**config.mk**
```make
export PLATFORM = sky130hd
export DESIGN_NAME = uart_tx_engine
export DESIGN_NICKNAME = d
export VERILOG_FILES = /design/src/rtl/uart_tx_engine.sv
export SDC_FILE = /design/constraint.sdc
export NUM_CORES = 1
export LEC_CHECK = 0
export BUFFER_PORTS_ARGS = -buffer_cell sky130_fd_sc_hd__buf_4
export CAP_MARGIN = 20
export CELL_PAD_IN_SITES_DETAIL_PLACEMENT = 0
export CELL_PAD_IN_SITES_GLOBAL_PLACEMENT = 1
export CORE_ASPECT_RATIO = 0.5
export CORE_MARGIN = 4
export CORE_UTILIZATION = 42
export CTS_CLUSTER_DIAMETER = 60
export DETAILED_ROUTE_END_ITERATION = 6
export PLACE_DENSITY = 0.89
export SETUP_SLACK_MARGIN = 0.3
export SLEW_MARGIN = 20
export SYNTH_ARGS = -nofsm -noshare
export SYNTH_HDL_FRONTEND = slang
export SYNTH_SLANG_ARGS = --single-unit
export TNS_END_PERCENT = 1
```
**constraint.sdc**
```tcl
create_clock -name clk_i -period 3.8 [get_ports clk_i]
set_input_delay 0.38 -clock clk_i [delete_from_list [all_inputs] [get_ports clk_i]]
set_output_delay 0.38 -clock clk_i [all_outputs]
set_load 0.02 [all_outputs]
```
**src/rtl/uart_tx_engine.sv**
```systemverilog
// UART transmit serializer: pops bytes from a FWFT FIFO and frames them as
// start / data (LSB first) / optional parity / 1-2 stop bits at a runtime baud divisor.
module uart_tx_engine #(
    parameter int unsigned DATA_BITS = 8,
    parameter int unsigned DIV_WIDTH = 16
) (
    input  logic                 clk_i,
    input  logic                 rst_i,
    input  logic [DATA_BITS-1:0] fifo_data_i,
    input  logic                 fifo_empty_i,
    output logic                 fifo_rd_en_o,
    input  logic                 tx_en_i,
    input  logic [DIV_WIDTH-1:0] baud_div_i,
    input  logic                 parity_en_i,
    input  logic                 parity_odd_i,
    input  logic                 stop2_i,
    output logic                 tx_o,
    output logic                 busy_o,
    output logic                 tx_done_o
);

    localparam int unsigned BitCntW = (DATA_BITS > 1) ? $clog2(DATA_BITS) : 1;

    typedef enum logic [2:0] {
        StIdle,
        StStart,
        StData,
        StParity,
        StStop
    } state_e;

    state_e               state_q, state_d;
    logic [DIV_WIDTH-1:0] cnt_q, cnt_d;
    logic [DIV_WIDTH-1:0] div_q, div_d;
    logic [BitCntW-1:0]   bit_q, bit_d;
    logic [DATA_BITS-1:0] shift_q, shift_d;
    logic                 par_en_q, par_en_d;
    logic                 par_q, par_d;
    logic                 stop2_q, stop2_d;
    logic                 stop_idx_q, stop_idx_d;
    logic                 tx_q, tx_d;
    logic                 busy_q, busy_d;
    logic                 done_q, done_d;
    logic                 last_bit, last_stop, start_cond;

    assign last_bit   = (cnt_q == div_q - DIV_WIDTH'(1));
    assign last_stop  = (state_q == StStop) && last_bit && (!stop2_q || stop_idx_q);
    assign start_cond = !rst_i && tx_en_i && !fifo_empty_i &&
                        ((state_q == StIdle) || last_stop);

    assign fifo_rd_en_o = start_cond;
    assign tx_o         = tx_q;
    assign busy_o       = busy_q;
    assign tx_done_o    = done_q;

    always_comb begin
        state_d    = state_q;
        cnt_d      = cnt_q;
        div_d      = div_q;
        bit_d      = bit_q;
        shift_d    = shift_q;
        par_en_d   = par_en_q;
        par_d      = par_q;
        stop2_d    = stop2_q;
        stop_idx_d = stop_idx_q;

        case (state_q)
            StIdle: ;
            StStart: begin
                if (last_bit) begin
                    cnt_d   = '0;
                    bit_d   = '0;
                    state_d = StData;
                end else begin
                    cnt_d = cnt_q + DIV_WIDTH'(1);
                end
            end
            StData: begin
                if (last_bit) begin
                    cnt_d   = '0;
                    shift_d = shift_q >> 1;
                    if (bit_q == BitCntW'(DATA_BITS - 1)) begin
                        stop_idx_d = 1'b0;
                        state_d    = par_en_q ? StParity : StStop;
                    end else begin
                        bit_d = bit_q + BitCntW'(1);
                    end
                end else begin
                    cnt_d = cnt_q + DIV_WIDTH'(1);
                end
            end
            StParity: begin
                if (last_bit) begin
                    cnt_d      = '0;
                    stop_idx_d = 1'b0;
                    state_d    = StStop;
                end else begin
                    cnt_d = cnt_q + DIV_WIDTH'(1);
                end
            end
            StStop: begin
                if (last_bit) begin
                    cnt_d = '0;
                    if (stop2_q && !stop_idx_q) begin
                        stop_idx_d = 1'b1;
                    end else begin
                        state_d = StIdle;
                    end
                end else begin
                    cnt_d = cnt_q + DIV_WIDTH'(1);
                end
            end
            default: state_d = StIdle;
        endcase

        // A new frame overrides the end-of-frame transition to allow zero-gap frames.
        if (start_cond) begin
            state_d    = StStart;
            cnt_d      = '0;
            bit_d      = '0;
            stop_idx_d = 1'b0;
            shift_d    = fifo_data_i;
            div_d      = (baud_div_i == '0) ? DIV_WIDTH'(1) : baud_div_i;
            par_en_d   = parity_en_i;
            par_d      = (^fifo_data_i) ^ parity_odd_i;
            stop2_d    = stop2_i;
        end

        // Outputs are registered, so derive them from the state being entered.
        case (state_d)
            StStart:  tx_d = 1'b0;
            StData:   tx_d = shift_d[0];
            StParity: tx_d = par_d;
            default:  tx_d = 1'b1;
        endcase
        busy_d = (state_d != StIdle);
        done_d = (state_d == StStop) && (cnt_d == div_d - DIV_WIDTH'(1)) &&
                 (!stop2_d || stop_idx_d);
    end

    always_ff @(posedge clk_i or posedge rst_i) begin
        if (rst_i) begin
            state_q    <= StIdle;
            cnt_q      <= '0;
            div_q      <= '0;
            bit_q      <= '0;
            shift_q    <= '0;
            par_en_q   <= 1'b0;
            par_q      <= 1'b0;
            stop2_q    <= 1'b0;
            stop_idx_q <= 1'b0;
            tx_q       <= 1'b1;
            busy_q     <= 1'b0;
            done_q     <= 1'b0;
        end else begin
            state_q    <= state_d;
            cnt_q      <= cnt_d;
            div_q      <= div_d;
            bit_q      <= bit_d;
            shift_q    <= shift_d;
            par_en_q   <= par_en_d;
            par_q      <= par_d;
            stop2_q    <= stop2_d;
            stop_idx_q <= stop_idx_d;
            tx_q       <= tx_d;
            busy_q     <= busy_d;
            done_q     <= done_d;
        end
    end

endmodule

```
## Word level (Yosys, flattened, before mapping)

Index checks and enable logic that the tools add are counted.

- Register bits after elaboration: 53
- Input bits: 31
- Output and inout port bits: 4
- Logic and storage cells: 90

- $add $sub $neg: 4
- Equal/unequal tests: 14
- Muxes and demuxes: 32
- Bitwise gates (word level): 1
- Reductions and logical operators: 26

Operators by type and width:

| operator | number |
|---|---|
| $mux 16 | 5 |
| $mux 3 | 12 |
| $eq 16x16->1 | 2 |
| $sub 16x1->16 const B | 2 |
| $mux 8 | 3 |
| $add 16x1->16 const B | 1 |
| $logic_not 16->1 | 1 |
| $pmux 3 s5 | 1 |
| $eq 3x2->1 const B | 4 |
| $eq 3x3->1 const B | 3 |
| $ne 3x3->1 const B | 3 |
| $logic_and 1x1->1 | 8 |
| $mux 1 | 8 |
| $reduce_xor 8->1 | 1 |
| $eq 3x1->1 const B | 2 |
| $pmux 1 s3 | 2 |
| $pmux 3 s2 | 1 |
| $reduce_bool 3->1 | 2 |
| $logic_not 1->1 | 5 |
| $reduce_and 4->1 | 1 |
| $reduce_bool 2->1 | 2 |
| $reduce_or 4->1 | 1 |
| $add 3x1->3 const B | 1 |
| $logic_not 3->1 | 1 |
| other kinds (3) | 5 |

## Longest topological paths before layout

Gate-level depths: netlist (run 1).

- Word-level depth: 11
- Depth in mapped cells: 19
- Mapped depth without buffers: 17

## Worst setup path after synthesis (run 1)

Ideal clock, no wire load.

- Kind: register -> register
- Start point: reg div_q[3]
- End point: reg done_q, in the netlist tx_done_o
- Data arrival time: 4,094 ps
- Path slack: -362 ps
- Cell stages (with the launch flop): 20
- Clock period less this slack: 4,162 ps
- Cell sequence: dfrtp_1 -> buf_6 -> nor4_2 -> buf_2 -> nand2_1 -> xnor2_1 -> or4_4 -> nor4_4 -> nor2_4 -> inv_4 -> buf_4 -> buf_2 -> buf_1 -> a21oi_1 -> ha_1 -> xor2_1 -> and3_1 -> nand4b_1 -> nor4_1 -> and4_1

- Longest elaborated chain between the ends: 11
- Elaborated cells between the ends (all ways): 29
- Those cells by class: add/sub: 2; eq/ne: 3; mux: 16; reduce/logical: 8

RTL lines:

| item | RTL line | RTL |
|---|---|---|
| from (decl) | 34 | `logic [DIV_WIDTH-1:0] div_q, div_d;` |
| from (signal assigned) | 158 | `div_q <= div_d;` |
| $sub 16x1->16 | 46 | `assign last_bit = (cnt_q == div_q - DIV_WIDTH'(1));` |
| $eq 16x16->1 | 46 |  |
| $logic_and 1x1->1 (2 in a row) | 47 | `assign last_stop = (state_q == StStop) && last_bit && (!stop2_q \|\| stop_idx_q);` |
| $logic_or 1x1->1 | 49 | `((state_q == StIdle) \|\| last_stop);` |
| $logic_and 1x1->1 | 48 | `assign start_cond = !rst_i && tx_en_i && !fifo_empty_i &&` |
| $mux 16 | 117 | `if (start_cond) begin` |
| $sub 16x1->16 | 137 | `done_d = (state_d == StStop) && (cnt_d == div_d - DIV_WIDTH'(1)) &&` |
| $eq 16x16->1 | 137 |  |
| $logic_and 1x1->1 | 137 |  |
| $logic_and 1x1->1 (*) | 137 |  |
| net done_d | 43 | `logic done_q, done_d;` |
| to (signal assigned) | 167 | `done_q <= done_d;` |
| to (decl) | 43 |  |

The timed path passes the listed nets; every way through them passes the cells marked *.
A chain may end at the register's enable or synchronous reset.

## Worst setup path in the final report (run 1)

- Start point: reg div_q[3]
- End point: reg done_q, in the netlist tx_done_o

- Elaborated cells between the ends (all ways): 29
- Those cells by class: add/sub: 2; eq/ne: 3; mux: 16; reduce/logical: 8

RTL lines:

| item | RTL line | RTL |
|---|---|---|
| $sub 16x1->16 (*) | 46 |  |
| $eq 16x16->1 (*) | 46 |  |
| $logic_and 1x1->1 (2 in a row) | 47 |  |
| $logic_or 1x1->1 | 49 |  |
| $logic_and 1x1->1 | 48 |  |
| $mux 16 (*) | 117 |  |
| net cnt_d[7] | 33 | `logic [DIV_WIDTH-1:0] cnt_q, cnt_d;` |
| $eq 16x16->1 (*) | 137 |  |
| $logic_and 1x1->1 (*) (2 in a row) | 137 |  |
| net done_d | 43 |  |

Marked as above.

==> results of run 1 <==
==> cell usage in the layout, fill, tap and decap left out, types with 3 or more instances in the layout <==
cell type / count
sky130_fd_sc_hd__nor4_2: 3
sky130_fd_sc_hd__ha_1: 3
sky130_fd_sc_hd__buf_4: 89
sky130_fd_sc_hd__and4_1: 4
sky130_fd_sc_hd__nand2_1: 48
sky130_fd_sc_hd__dfrtp_1: 47
sky130_fd_sc_hd__and3_1: 4
sky130_fd_sc_hd__nor2_1: 41
sky130_fd_sc_hd__or2_2: 4
sky130_fd_sc_hd__a22oi_1: 3
sky130_fd_sc_hd__nor3_1: 22
sky130_fd_sc_hd__nand4_1: 6
sky130_fd_sc_hd__inv_1: 17
sky130_fd_sc_hd__buf_6: 9
sky130_fd_sc_hd__mux2i_1: 11
sky130_fd_sc_hd__nor4_4: 4
sky130_fd_sc_hd__nor4_1: 5
sky130_fd_sc_hd__or4_4: 3
sky130_fd_sc_hd__a31oi_1: 3
sky130_fd_sc_hd__mux2_4: 3
sky130_fd_sc_hd__xnor2_1: 33
sky130_fd_sc_hd__clkbuf_16: 5
sky130_fd_sc_hd__xor2_1: 22
sky130_fd_sc_hd__nand3b_1: 4
sky130_fd_sc_hd__a21oi_1: 15
sky130_fd_sc_hd__nand3_1: 15
sky130_fd_sc_hd__nor3b_1: 3
sky130_fd_sc_hd__dfrtp_2: 5
sky130_fd_sc_hd__o21ai_0: 16
==> Yosys cell counts, drive strengths merged, types with 14 or more instances <==
master   n  area [sq um]
xnor2   34           298
nand3   15          75.1
nor3    26           145
inv     19          73.8
mux2i   14           140
xor2    24           210
nand2   48           180
dfrtp   52          1300
o21ai   21           105
a21oi   18          93.8
nor2    45           176
==> kinds of logic after synthesis <==
group	after synthesis
compound gates	78
flops	53
xor+xnor	60
fa+ha+maj	5
simple gates	192
buf+inv	40
mux	19
==> metal layers <==
metal,up-vias,wire length [microns],track usage
met1,1799,5300,0.306
met2,152,5280,0.327
li1,1757,-,-
met4,0,353,0.0726
met3,33,902,0.0502
met5,-,0,0
==> through the flow <==
step / cell area (sq um) / utilization
CTS: 5000 / 0.563
detailed placement: 4540 / 0.510
finish: 5140 / 0.578
global placement: 4540 / 0.510
global route: 5140 / 0.578
floorplan: 3980 / -
==> repair_timing <==
action / in CTS / in global routing
buffers inserted: 22 / 5
gates resized for setup: 28 / 25
hold buffers: 0 / 0
pin swaps: 16 / 12
endpoints found under the setup margin: 4 / 8
==> worst reg2reg max path, stage by stage (launching register included) <==
cell and delay [ns]:
sky130_fd_sc_hd__dfrtp_2 0.44, sky130_fd_sc_hd__nor4_4 0.41, sky130_fd_sc_hd__and3_4 0.27, sky130_fd_sc_hd__a31oi_1 0.09, sky130_fd_sc_hd__or4_4 0.60, sky130_fd_sc_hd__buf_4 0.17
sky130_fd_sc_hd__nor4_4 0.35, sky130_fd_sc_hd__buf_4 0.19, sky130_fd_sc_hd__nor3_1 0.08, sky130_fd_sc_hd__or3_1 0.41, sky130_fd_sc_hd__nand3_1 0.11, sky130_fd_sc_hd__nand3b_1 0.08
sky130_fd_sc_hd__nor4_1 0.26, sky130_fd_sc_hd__and4_1 0.21
==> flip-flops by register name, summed over array words and instances (netlist names) <==
register and cells:
bit_q 3, tx_o 1, cnt_q 16, stop_idx_q 1, shift_q 8, state_q 3
busy_o 1, stop2_q 1, tx_done_o 1, par_en_q 1, div_q 16, par_q 1
==> power by group through the flow <==
stage | clock network [mW] | logic (mW) | registers [mW]
2_1_floorplan | 0 | 0.0300 | 0.575
3_3_place_gp | 0 | 0.0731 | 0.575
3_5_place_dp | 0 | 0.0744 | 0.575
4_1_cts | 0.496 | 0.0756 | 0.563
5_1_grt | 0.513 | 0.0823 | 0.563
6_report | 0.489 | 0.0744 | 0.563
==> path summary, 6_finish.rpt <==
path,slack [ns],cells after the start,start,endpoint
setup / recovery,0.07,13,div_q[3]$_DFF_PP0_,tx_done_o$_DFF_PP0_
hold / removal,0.12,2,rst_i,bit_q[0]$_DFFE_PP0P_
setup reg to reg,0.07,13,div_q[3]$_DFF_PP0_,tx_done_o$_DFF_PP0_
hold reg to reg,0.48,2,shift_q[3]$_DFFE_PP0P_,shift_q[3]$_DFFE_PP0P_
max in group asynchronous,2.85,3,rst_i,tx_o$_DFF_PP1_
min in group clk_i,0.28,3,parity_en_i,par_en_q$_DFFE_PP0N_
==> cell type report <==
type,instances,area (sq um)
fillers,764,3750
multi-input cells,354,2620
flip-flops and latches,53,1330
repair buffers,100,810
well taps,117,146
clock buffers,5,125
inverters,19,76.3
clock inverters,3,25.0
==> tab_implementation.tex, run 1 <==
\begin{tabular}{lr}
\hline
Metric & Value \\
\hline
\multicolumn{2}{l}{\textbf{Timing}} \\
Worst slew margin & 0.615 \\
Minimum setup slack in the final design & 0.0688 ns \\
Total setup violations reported at the end of the flow & 0 \\
Unrepaired setup endpoints after global routing & yes \\
Setup TNS & 0 ns \\
Final-report hold violation count & 0 \\
Achievable clock frequency & 0.268 GHz \\
Worst hold slack & 0.121 ns \\
Max-slew violation count & 0 \\
Clock Skews & 0.00323 ns \\
Slew @ Worst Pin & 0.572 ns \\
Share of the cycle needed by the critical path after routing & 0.982 \\
Post-route minimum period & 3.73 ns \\
\multicolumn{2}{l}{\textbf{Detailed routing}} \\
Post-detailed-routing wire length & 11,800 microns \\
Routed len/inst & 18.2 microns \\
Routed via count & 3,741 \\
Detailed-route DRC error count & 0 \\
Via-per-instance ratio & 5.75 \\
Count of nets left with antenna violations after detail routing & 0 \\
Router iterations before antenna repair & 4 \\
Number of DRC markers after the initial detailed-route iteration & 395 \\
\multicolumn{2}{l}{\textbf{Critical path}} \\
Data arrival time of the critical path & 3.98 ns \\
Type of the worst setup path & register to register \\
Worst-path cell with the longest stage delay & sky130\_fd\_sc\_hd\_\_or4\_4 \\
Required time at the endpoint of the critical path & 4.05 ns \\
Highest cell delay on the worst timing path & 0.59 ns \\
Critical-path maximum fanout & 5 \\
Critical path endpoint category & register \\
Dominant delay contributor by cell family on the critical path & simple AND/OR/NAND/NOR gates \\
Critical path launch point type & register \\
Cells traversed along the worst timing path & nor4\_4 > and3\_4 > a31oi\_1 > or4\_4 > buf\_4 > nor4\_4 > buf\_4 > nor3\_1 > or3\_1 > nand3\_1 > nand3b\_1 > nor4\_1 > and4\_1 \\
Number of buffer and inverter stages on the critical path & 2 \\
\multicolumn{2}{l}{\textbf{Synth}} \\
Synthesized Nets & 483 \\
Ys flop type & sky130\_fd\_sc\_hd\_\_dfrtp\_1 \\
Fraction of the mapped netlist area in compound gates & 0.137 \\
Number of storage elements in the synthesis netlist & 53 \\
Post-synthesis sequential area ratio & 0.340 \\
Unique masters post-synth & 74 \\
Yosys warning count & 0 \\
Synthesized-area fraction occupied by and/or/nand/nor cells & 0.269 \\
Fraction of synthesized area in multiplexers & 0.0503 \\
Synthesized cell area & 3900 sq um \\
Gate Count Post-Synth & 447 \\
Synthesized-area fraction occupied by xor and xnor cells & 0.142 \\
Proportion of register bits with asynchronous set or reset after synthesis & 1.00 \\
Dominant combinational cell family by area after synthesis & simple AND/OR/NAND/NOR gates \\
Post-Synth Adder-Cell Area & 0.0160 \\
Avg Cell Area, Syn & 8.73 sq um \\
EDFF count, synth & 0 \\
\multicolumn{2}{l}{\textbf{Placed design}} \\
Placed cells & 616 \\
Number of buffers inserted by port buffering & 34 \\
Total half-perimeter wirelength after legalization and detailed placement & 8640 microns \\
Post-Place Setup Slack & 0.0225 ns \\
Placer congestion estimate & 0.926 \\
\multicolumn{2}{l}{\textbf{Finish}} \\
Share of cells above drive strength 1 & 0.322 \\
Antenna diode count & 0 \\
Nets@finish & 569 \\
Relative area change from synthesis to final layout & 31.6\% \\
Final std cells w/o fill & 651 \\
\multicolumn{2}{l}{\textbf{Run status}} \\
Outcome & finished clean \\
\multicolumn{2}{l}{\textbf{Global routing}} \\
Largest net degree at the start of global routing & 32 \\
Global-route usage over all layers & 0.217 \\
Number of antenna violations at the first check in global routing & 0 \\
Congestion Overflow GR & 0 \\
Via count of the first global-routing pass & 3,549 \\
Global-route wire length before repair & 18,600 microns \\
\multicolumn{2}{l}{\textbf{CTS}} \\
Source-to-sink clock delay at the later pin of the worst-skew pair & 0.31 ns \\
Maximum level of the CTS H-tree & 2 \\
Clock buffers created by TritonCTS & 5 \\
Clock slew at the register clock pins of the worst setup and hold paths & 0.07 ns \\
Clock tree from TritonCTS & built \\
Total clock sinks & 53 \\
Clock root buffer & sky130\_fd\_sc\_hd\_\_clkbuf\_16 \\
Maximum root-to-sink buffer count & 2 \\
\multicolumn{2}{l}{\textbf{Power and ir drop}} \\
Power density relative to cell area & 219 nW/um\^{}2 \\
Total Power & 1.13 mW \\
Switching pwr & 279 uW \\
Switching share of power & 0.247 \\
Worst VDD drop & 0.168 mV \\
Cell-internal power & 848 uW \\
Relative contribution of sequential cells to total power & 0.500 \\
Clk pwr share & 0.434 \\
Combinational group share of total power & 0.066 \\
Leakage Power & 2.22 nW \\
\multicolumn{2}{l}{\textbf{Floorplan}} \\
Die H & 76.2 microns \\
Row Count & 24 \\
Horizontal die dimension & 144 microns \\
Ports placed on the boundary & 35 \\
Placeable core area & 8890 sq um \\
Starting density of the core & 0.439 \\
Total die area & 11,000 sq um \\
\multicolumn{2}{l}{\textbf{Flow run}} \\
Max Cap Viol & 0 \\
\multicolumn{2}{l}{\textbf{Hold path}} \\
Worst min-delay path category & primary input to async pin \\
\hline
\end{tabular}
Power figures use the tool's default switching activity.
==> run 2: changes to the inputs <==
--- a/config.mk
+++ b/config.mk
@@ -11,10 +11,11 @@
 export CELL_PAD_IN_SITES_GLOBAL_PLACEMENT = 1
 export CORE_ASPECT_RATIO = 0.5
 export CORE_MARGIN = 4
-export CORE_UTILIZATION = 42
+export CORE_UTILIZATION = 46
 export CTS_CLUSTER_DIAMETER = 60
 export DETAILED_ROUTE_END_ITERATION = 6
-export PLACE_DENSITY = 0.89
+export PLACE_DENSITY = 0.93
+export RECOVER_POWER = 25
 export SETUP_SLACK_MARGIN = 0.3
 export SLEW_MARGIN = 20
 export SYNTH_ARGS = -nofsm -noshare
==> constraint.sdc (replaced) <==
create_clock -name clk_i -period 3.6 [get_ports clk_i]
set_input_delay 0.36 -clock clk_i [delete_from_list [all_inputs] [get_ports clk_i]]
set_output_delay 0.36 -clock clk_i [all_outputs]
set_load 0.02 [all_outputs]
==> run 2 against run 1 <==
Effect of this change: the flow now finishes with violations (setup timing); combinational power grew 7.0%; clock skew grew 0.0026 ns; core utilization rose by 7.0 points; design area grew 2.4%; maximum frequency about the same; clock power grew 5.7%; non-clock buffer count rose by 14; sequential share of layout area decreased by 0.65 points; highest routed layer unchanged.
==> tab_implementation.tex, run 2 (synthesis results as in run 1) <==
\begin{tabular}{lr}
\hline
Metric & Value \\
\hline
\multicolumn{2}{l}{\textbf{Hold path}} \\
Worst min-delay path category & primary input to register \\
\multicolumn{2}{l}{\textbf{Detailed routing}} \\
Via-per-instance ratio & 5.74 \\
Count of nets left with antenna violations after detail routing & 0 \\
Number of DRC markers after the initial detailed-route iteration & 271 \\
Detailed-route DRC error count & 0 \\
Router iterations before antenna repair & 5 \\
Routed len/inst & 17.6 microns \\
Post-detailed-routing wire length & 11,600 microns \\
Routed via count & 3,789 \\
\multicolumn{2}{l}{\textbf{Timing}} \\
Total setup violations reported at the end of the flow & 1 \\
Post-route minimum period & 3.73 ns \\
Final-report hold violation count & 0 \\
Slew @ Worst Pin & 1.11 ns \\
Max-slew violation count & 0 \\
Worst slew margin & 0.256 \\
Unrepaired setup endpoints after global routing & yes \\
Share of the cycle needed by the critical path after routing & 1.04 \\
Worst hold slack & 0.260 ns \\
Minimum setup slack in the final design & -0.130 ns \\
Clock Skews & 0.00581 ns \\
Achievable clock frequency & 0.268 GHz \\
\multicolumn{2}{l}{\textbf{Critical path}} \\
Worst-path cell with the longest stage delay & sky130\_fd\_sc\_hd\_\_or4\_4 \\
Critical path launch point type & register \\
Cells traversed along the worst timing path & nor4\_4 > buf\_4 > and3\_4 > a31oi\_4 > or4\_4 > nor4\_4 > nor2\_4 > clkinv\_4 > buf\_4 > mux2i\_4 > xnor3\_1 > and4\_1 > o221a\_1 > and4\_1 \\
Critical-path maximum fanout & 5 \\
Required time at the endpoint of the critical path & 3.80 ns \\
Data arrival time of the critical path & 3.93 ns \\
Critical path endpoint category & register \\
Highest cell delay on the worst timing path & 0.54 ns \\
Type of the worst setup path & register to register \\
\multicolumn{2}{l}{\textbf{CTS}} \\
CTS Hold Buffers Added & 0 \\
Total clock sinks & 53 \\
Clock buffers created by TritonCTS & 5 \\
Maximum root-to-sink buffer count & 2 \\
Source-to-sink clock delay at the later pin of the worst-skew pair & 0.31 ns \\
Maximum level of the CTS H-tree & 2 \\
Clock slew at the register clock pins of the worst setup and hold paths & 0.07 ns \\
Clock tree from TritonCTS & built \\
Clock root buffer & sky130\_fd\_sc\_hd\_\_clkbuf\_16 \\
\multicolumn{2}{l}{\textbf{Finish}} \\
Number of fill cells & 665 \\
Nets@finish & 583 \\
Antenna diode count & 0 \\
Largest registers & cnt\_q x16, div\_q x16, shift\_q x8 \\
Leading cell types in the layout, fill and taps excluded & 107 x sky130\_fd\_sc\_hd\_\_buf\_4, 49 x sky130\_fd\_sc\_hd\_\_dfrtp\_1, 46 x sky130\_fd\_sc\_hd\_\_nand2\_1, 41 x sky130\_fd\_sc\_hd\_\_nor2\_1, 33 x sky130\_fd\_sc\_hd\_\_xnor2\_1 \\
Relative area change from synthesis to final layout & 34.7\% \\
Area taken by multi-input logic gates & 2660 sq um \\
Area taken by flip-flops and latches & 1330 sq um \\
Share of cells above drive strength 1 & 0.338 \\
Most common cell after layout, fill and taps aside & sky130\_fd\_sc\_hd\_\_buf\_4 \\
\multicolumn{2}{l}{\textbf{Floorplan}} \\
Row Count & 23 \\
Starting density of the core & 0.481 \\
Total die area & 10,100 sq um \\
Ports placed on the boundary & 35 \\
Placeable core area & 8120 sq um \\
Horizontal die dimension & 138 microns \\
Die H & 73.1 microns \\
\multicolumn{2}{l}{\textbf{Placed design}} \\
Total half-perimeter wirelength after legalization and detailed placement & 8530 microns \\
Placer congestion estimate & 0.902 \\
Number of buffers inserted by port buffering & 34 \\
Post-Place Setup Slack & -0.0651 ns \\
\multicolumn{2}{l}{\textbf{Power and ir drop}} \\
Power density relative to cell area & 226 nW/um\^{}2 \\
Worst VDD drop & 0.172 mV \\
Leakage Power & 2.30 nW \\
\multicolumn{2}{l}{\textbf{Global routing}} \\
Via count of the first global-routing pass & 3,641 \\
Congestion Overflow GR & 0 \\
Global-route usage over all layers & 0.228 \\
Global-route wire length before repair & 18,200 microns \\
Largest net degree at the start of global routing & 30 \\
Number of antenna violations at the first check in global routing & 0 \\
\multicolumn{2}{l}{\textbf{Run status}} \\
Outcome & complete, but fails checks \\
Violations in the final reports & setup timing \\
\multicolumn{2}{l}{\textbf{Flow run}} \\
Max Cap Viol & 0 \\
\hline
\end{tabular}
-- run 2: timing repair --
action                                  4_1_cts  5_1_grt
endpoints found under the setup margin        8       17
pin swaps                                     7       15
setup buffers                                 5        8
gates resized for setup                      27       29
-- run 2: critical path, delay by kind of cell, from the launching register on --
kind	cells	cell delay, ns
buffers and inverters	3	0.42
xor gates and xnor gates	1	0.40
muxes	1	0.26
DFF	1	0.42
and+or+nand+nor	7	1.81
AOI/OAI and AO/OA	2	0.31
-- run 2: where the power goes --
| part | switching [mW] | leakage, nW | internal [mW] |
|---|---|---|---|
| Clock | 0.250 | 0.0763 | 0.267 |
| Sequential | 0 | 0.649 | 0.595 |
| Combinational | 0.0417 | 1.58 | 0.0378 |
| Total | 0.291 | 2.30 | 0.900 |
-- run 2: layer usage --
metal	vias up	part of all wire	routed length [microns]	track usage
met5	-	0	0	0
met4	0	0.023	263	0.0712
met3	30	0.079	920	0.0543
met2	152	0.46	5320	0.372
met1	1805	0.44	5120	0.306
li1	1802	-	-	-
-- run 2: worst paths after layout --
check / slack (ns) / from / end / cells after the start
setup reg to reg: -0.13 / div_q[2]$_DFF_PP0_ / tx_done_o$_DFF_PP0_ / 14
hold reg to reg: 0.49 / shift_q[3]$_DFFE_PP0P_ / shift_q[3]$_DFFE_PP0P_ / 2
hold / removal: 0.26 / parity_en_i / par_en_q$_DFFE_PP0N_ / 3
min in group asynchronous: 0.34 / rst_i / busy_o$_DFF_PP0_ / 2
max in group asynchronous: 2.26 / rst_i / div_q[5]$_DFF_PP0_ / 3
setup / recovery: -0.13 / div_q[2]$_DFF_PP0_ / tx_done_o$_DFF_PP0_ / 14
-- run 2: area by class of cell --
cell class | count | share of cell area
tap | 112 | 0.0266
multi-input combinational | 354 | 0.505
clock inverter | 3 | 0.00547
timing repair buffer | 114 | 0.171
clock buffer | 5 | 0.0238
inverter | 19 | 0.0145
sequential | 53 | 0.253
-- run 2: metrics by stage --
step / cell area, sq um / total power [mW] / utilization / cells / setup TNS, ns
3_3_place_gp: 4740 / 0.684 / 0.584 / 639 / -0.0368
4_1_cts: 5060 / 1.20 / 0.623 / 652 / -0.0179
5_1_grt: 5260 / 1.23 / 0.648 / 660 / -0.340
6_report: 5260 / 1.19 / 0.648 / 660 / -0.130
2_1_floorplan: 3980 / 0.638 / - / 447 / -0.00824
3_5_place_dp: 4740 / 0.685 / 0.584 / 639 / -0.0651
==> run 3: changes to the inputs <==
==> constraint.sdc (replaced) <==
create_clock -name clk_i -period 3.6 [get_ports clk_i]
set_input_delay 0.72 -clock clk_i [delete_from_list [all_inputs] [get_ports clk_i]]
set_output_delay 0.72 -clock clk_i [all_outputs]
set_load 0.02 [all_outputs]
==> run 3 against run 2 <==
Effect of this change: sequential power is essentially flat; largest cell class unchanged; critical path type unchanged; sequential share of layout area grew 0.79 points; the flow still finishes with violations (setup timing); register-to-register slack gained 0.06 ns.
==> tab_implementation.tex, run 3 (synthesis results as in run 1) <==
\begin{tabular}{lr}
\hline
Metric & Value \\
\hline
\multicolumn{2}{l}{\textbf{Run status}} \\
Outcome & complete, but fails checks \\
Violations in the final reports & setup timing \\
\multicolumn{2}{l}{\textbf{Timing}} \\
Worst hold slack & 0.489 ns \\
Share of the cycle needed by the critical path after routing & 1.02 \\
Final-report hold violation count & 0 \\
Unrepaired setup endpoints after global routing & yes \\
Slew @ Worst Pin & 0.785 ns \\
Worst slew margin & 0.476 \\
Clock Skews & 0.0154 ns \\
Total setup violations reported at the end of the flow & 2 \\
Max-slew violation count & 0 \\
Achievable clock frequency & 0.273 GHz \\
Minimum setup slack in the final design & -0.0696 ns \\
Post-route minimum period & 3.67 ns \\
\multicolumn{2}{l}{\textbf{Critical path}} \\
Critical-path maximum fanout & 5 \\
Critical path launch point type & register \\
Critical path endpoint category & register \\
Required time at the endpoint of the critical path & 3.80 ns \\
Data arrival time of the critical path & 3.87 ns \\
Type of the worst setup path & register to register \\
\multicolumn{2}{l}{\textbf{Global routing}} \\
Number of antenna violations at the first check in global routing & 0 \\
Congestion Overflow GR & 0 \\
Global-route wire length before repair & 18,500 microns \\
Global-route usage over all layers & 0.231 \\
Largest net degree at the start of global routing & 24 \\
Global-route track usage on met3 & 0.0602 \\
Via count of the first global-routing pass & 3,708 \\
Met1 layer usage reported by global route & 0.309 \\
Busiest layer in global routing & met2 \\
Grt met2 use & 0.370 \\
\multicolumn{2}{l}{\textbf{Placed design}} \\
Number of buffers inserted by port buffering & 34 \\
Total half-perimeter wirelength after legalization and detailed placement & 8770 microns \\
Placed cells & 639 \\
Placer congestion estimate & 0.994 \\
\multicolumn{2}{l}{\textbf{CTS}} \\
Clock root buffer & sky130\_fd\_sc\_hd\_\_clkbuf\_16 \\
Clock slew at the register clock pins of the worst setup and hold paths & 0.08 ns \\
Clock buffers created by TritonCTS & 5 \\
Source-to-sink clock delay at the later pin of the worst-skew pair & 0.31 ns \\
Maximum root-to-sink buffer count & 2 \\
Total clock sinks & 53 \\
Clock tree from TritonCTS & built \\
Maximum level of the CTS H-tree & 2 \\
CTS Hold Buffers Added & 0 \\
\multicolumn{2}{l}{\textbf{Finish}} \\
Relative area change from synthesis to final layout & 30.7\% \\
Number of fill cells & 702 \\
Share of cells above drive strength 1 & 0.308 \\
Nets@finish & 578 \\
Largest registers & cnt\_q x16, div\_q x16, shift\_q x8 \\
Area taken by multi-input logic gates & 2560 sq um \\
Leading cell types in the layout, fill and taps excluded & 99 x sky130\_fd\_sc\_hd\_\_buf\_4, 49 x sky130\_fd\_sc\_hd\_\_dfrtp\_1, 48 x sky130\_fd\_sc\_hd\_\_nand2\_1, 43 x sky130\_fd\_sc\_hd\_\_nor2\_1, 34 x sky130\_fd\_sc\_hd\_\_xnor2\_1 \\
Area taken by flip-flops and latches & 1330 sq um \\
Most common cell after layout, fill and taps aside & sky130\_fd\_sc\_hd\_\_buf\_4 \\
Antenna diode count & 0 \\
Final std cells w/o fill & 655 \\
Final core utilization & 0.629 \\
\multicolumn{2}{l}{\textbf{Floorplan}} \\
Die H & 73.1 microns \\
Total die area & 10,100 sq um \\
Row Count & 23 \\
Ports placed on the boundary & 35 \\
Placeable core area & 8120 sq um \\
Starting density of the core & 0.481 \\
Horizontal die dimension & 138 microns \\
\multicolumn{2}{l}{\textbf{Power and ir drop}} \\
Worst VDD drop & 0.181 mV \\
Power density relative to cell area & 234 nW/um\^{}2 \\
Leakage Power & 2.24 nW \\
Cell-internal power & 900 uW \\
Switching pwr & 294 uW \\
Relative contribution of sequential cells to total power & 0.498 \\
Combinational group share of total power & 0.067 \\
Total Power & 1.19 mW \\
Clk pwr share & 0.435 \\
Switching share of power & 0.246 \\
\multicolumn{2}{l}{\textbf{Detailed routing}} \\
Number of DRC markers after the initial detailed-route iteration & 345 \\
Post-detailed-routing wire length & 11,600 microns \\
Via-per-instance ratio & 5.73 \\
Count of nets left with antenna violations after detail routing & 0 \\
Routed len/inst & 17.7 microns \\
Routed via count & 3,755 \\
Router iterations before antenna repair & 5 \\
Detailed-route DRC error count & 0 \\
\multicolumn{2}{l}{\textbf{Flow run}} \\
Max Cap Viol & 0 \\
\multicolumn{2}{l}{\textbf{Hold path}} \\
Worst min-delay path category & register to register \\
\hline
\end{tabular}
[run 3: cell types whose count changed in the layout (fill, tap and decap cells not counted), sizes merged]
cell / previous run / this run
buf: 113 / 106
clkbuf: 6 / 7
clkinv: 2 / 1
clkinvlp: 0 / 1
inv: 20 / 21
[run 3: final cells by class]
class                   count  share of cell area
inverters                  19              0.0145
well taps                 112              0.0275
repair buffers            108               0.164
flip-flops and latches     53               0.261
clock buffers               5              0.0245
multi-input cells         354               0.501
clock inverters             3             0.00564
repair inverters            1             0.00147
[run 3: metrics by stage]
step	setup slack, ns	setup TNS (ns)	area (sq um)
floorplan	-0.00824	-0.00824	3980
global placement	-0.169	-0.169	4740
CTS	-0.0278	-0.0278	5030
global route	-0.230	-0.350	5100
finish	-0.0696	-0.0920	5100
detailed placement	-0.192	-0.192	4740
[run 3: routing by layer]
layer | vias up | wire length [microns]
met5 | - | 0
met4 | 0 | 325
met1 | 1782 | 5100
li1 | 1785 | -
met3 | 34 | 966
met2 | 154 | 5180
[run 3: final timing paths]
check / start / endpoint / slack (ns) / depth (start not counted)
hold / removal: shift_q[2]$_DFFE_PP0P_ / shift_q[2]$_DFFE_PP0P_ / 0.49 / 2
max in group asynchronous: rst_i / cnt_q[9]$_DFF_PP0_ / 1.93 / 3
setup reg to reg: div_q[2]$_DFF_PP0_ / tx_done_o$_DFF_PP0_ / -0.07 / 13
min in group asynchronous: rst_i / state_q[1]$_DFF_PP0_ / 0.52 / 2
hold reg to reg: shift_q[2]$_DFFE_PP0P_ / shift_q[2]$_DFFE_PP0P_ / 0.49 / 2
setup / recovery: div_q[2]$_DFF_PP0_ / tx_done_o$_DFF_PP0_ / -0.07 / 13
[run 3: power groups by stage]
stage / Sequential (mW) / Combinational, mW / Clock [mW]
6_report: 0.595 / 0.0795 / 0.520
5_1_grt: 0.595 / 0.0865 / 0.550
4_1_cts: 0.595 / 0.0804 / 0.526
3_5_place_dp: 0.607 / 0.0797 / 0
3_3_place_gp: 0.607 / 0.0787 / 0
2_1_floorplan: 0.607 / 0.0317 / 0
[run 3: what timing repair did]
item / in CTS / in global routing
endpoints found under the hold margin: 0 / 0
endpoints found under the setup margin: 12 / 16
buffers inserted: 6 / 1
cloned: 1 / 0
gates resized for setup: 19 / 14
pin swaps: 4 / 4
[run 3: critical path, cell delays in order (launching register included)]
cell                         delay [ns]
sky130_fd_sc_hd__dfrtp_2           0.42
sky130_fd_sc_hd__nor4_4            0.28
sky130_fd_sc_hd__buf_6             0.16
sky130_fd_sc_hd__and3_4            0.18
sky130_fd_sc_hd__a31oi_1           0.10
sky130_fd_sc_hd__or4_4             0.53
sky130_fd_sc_hd__nor4_4            0.38
sky130_fd_sc_hd__nor2_4            0.09
sky130_fd_sc_hd__clkinvlp_4        0.14
sky130_fd_sc_hd__mux2i_2           0.25
sky130_fd_sc_hd__xnor3_1           0.41
sky130_fd_sc_hd__and4_1            0.17
sky130_fd_sc_hd__o221a_1           0.23
sky130_fd_sc_hd__and4_1            0.20
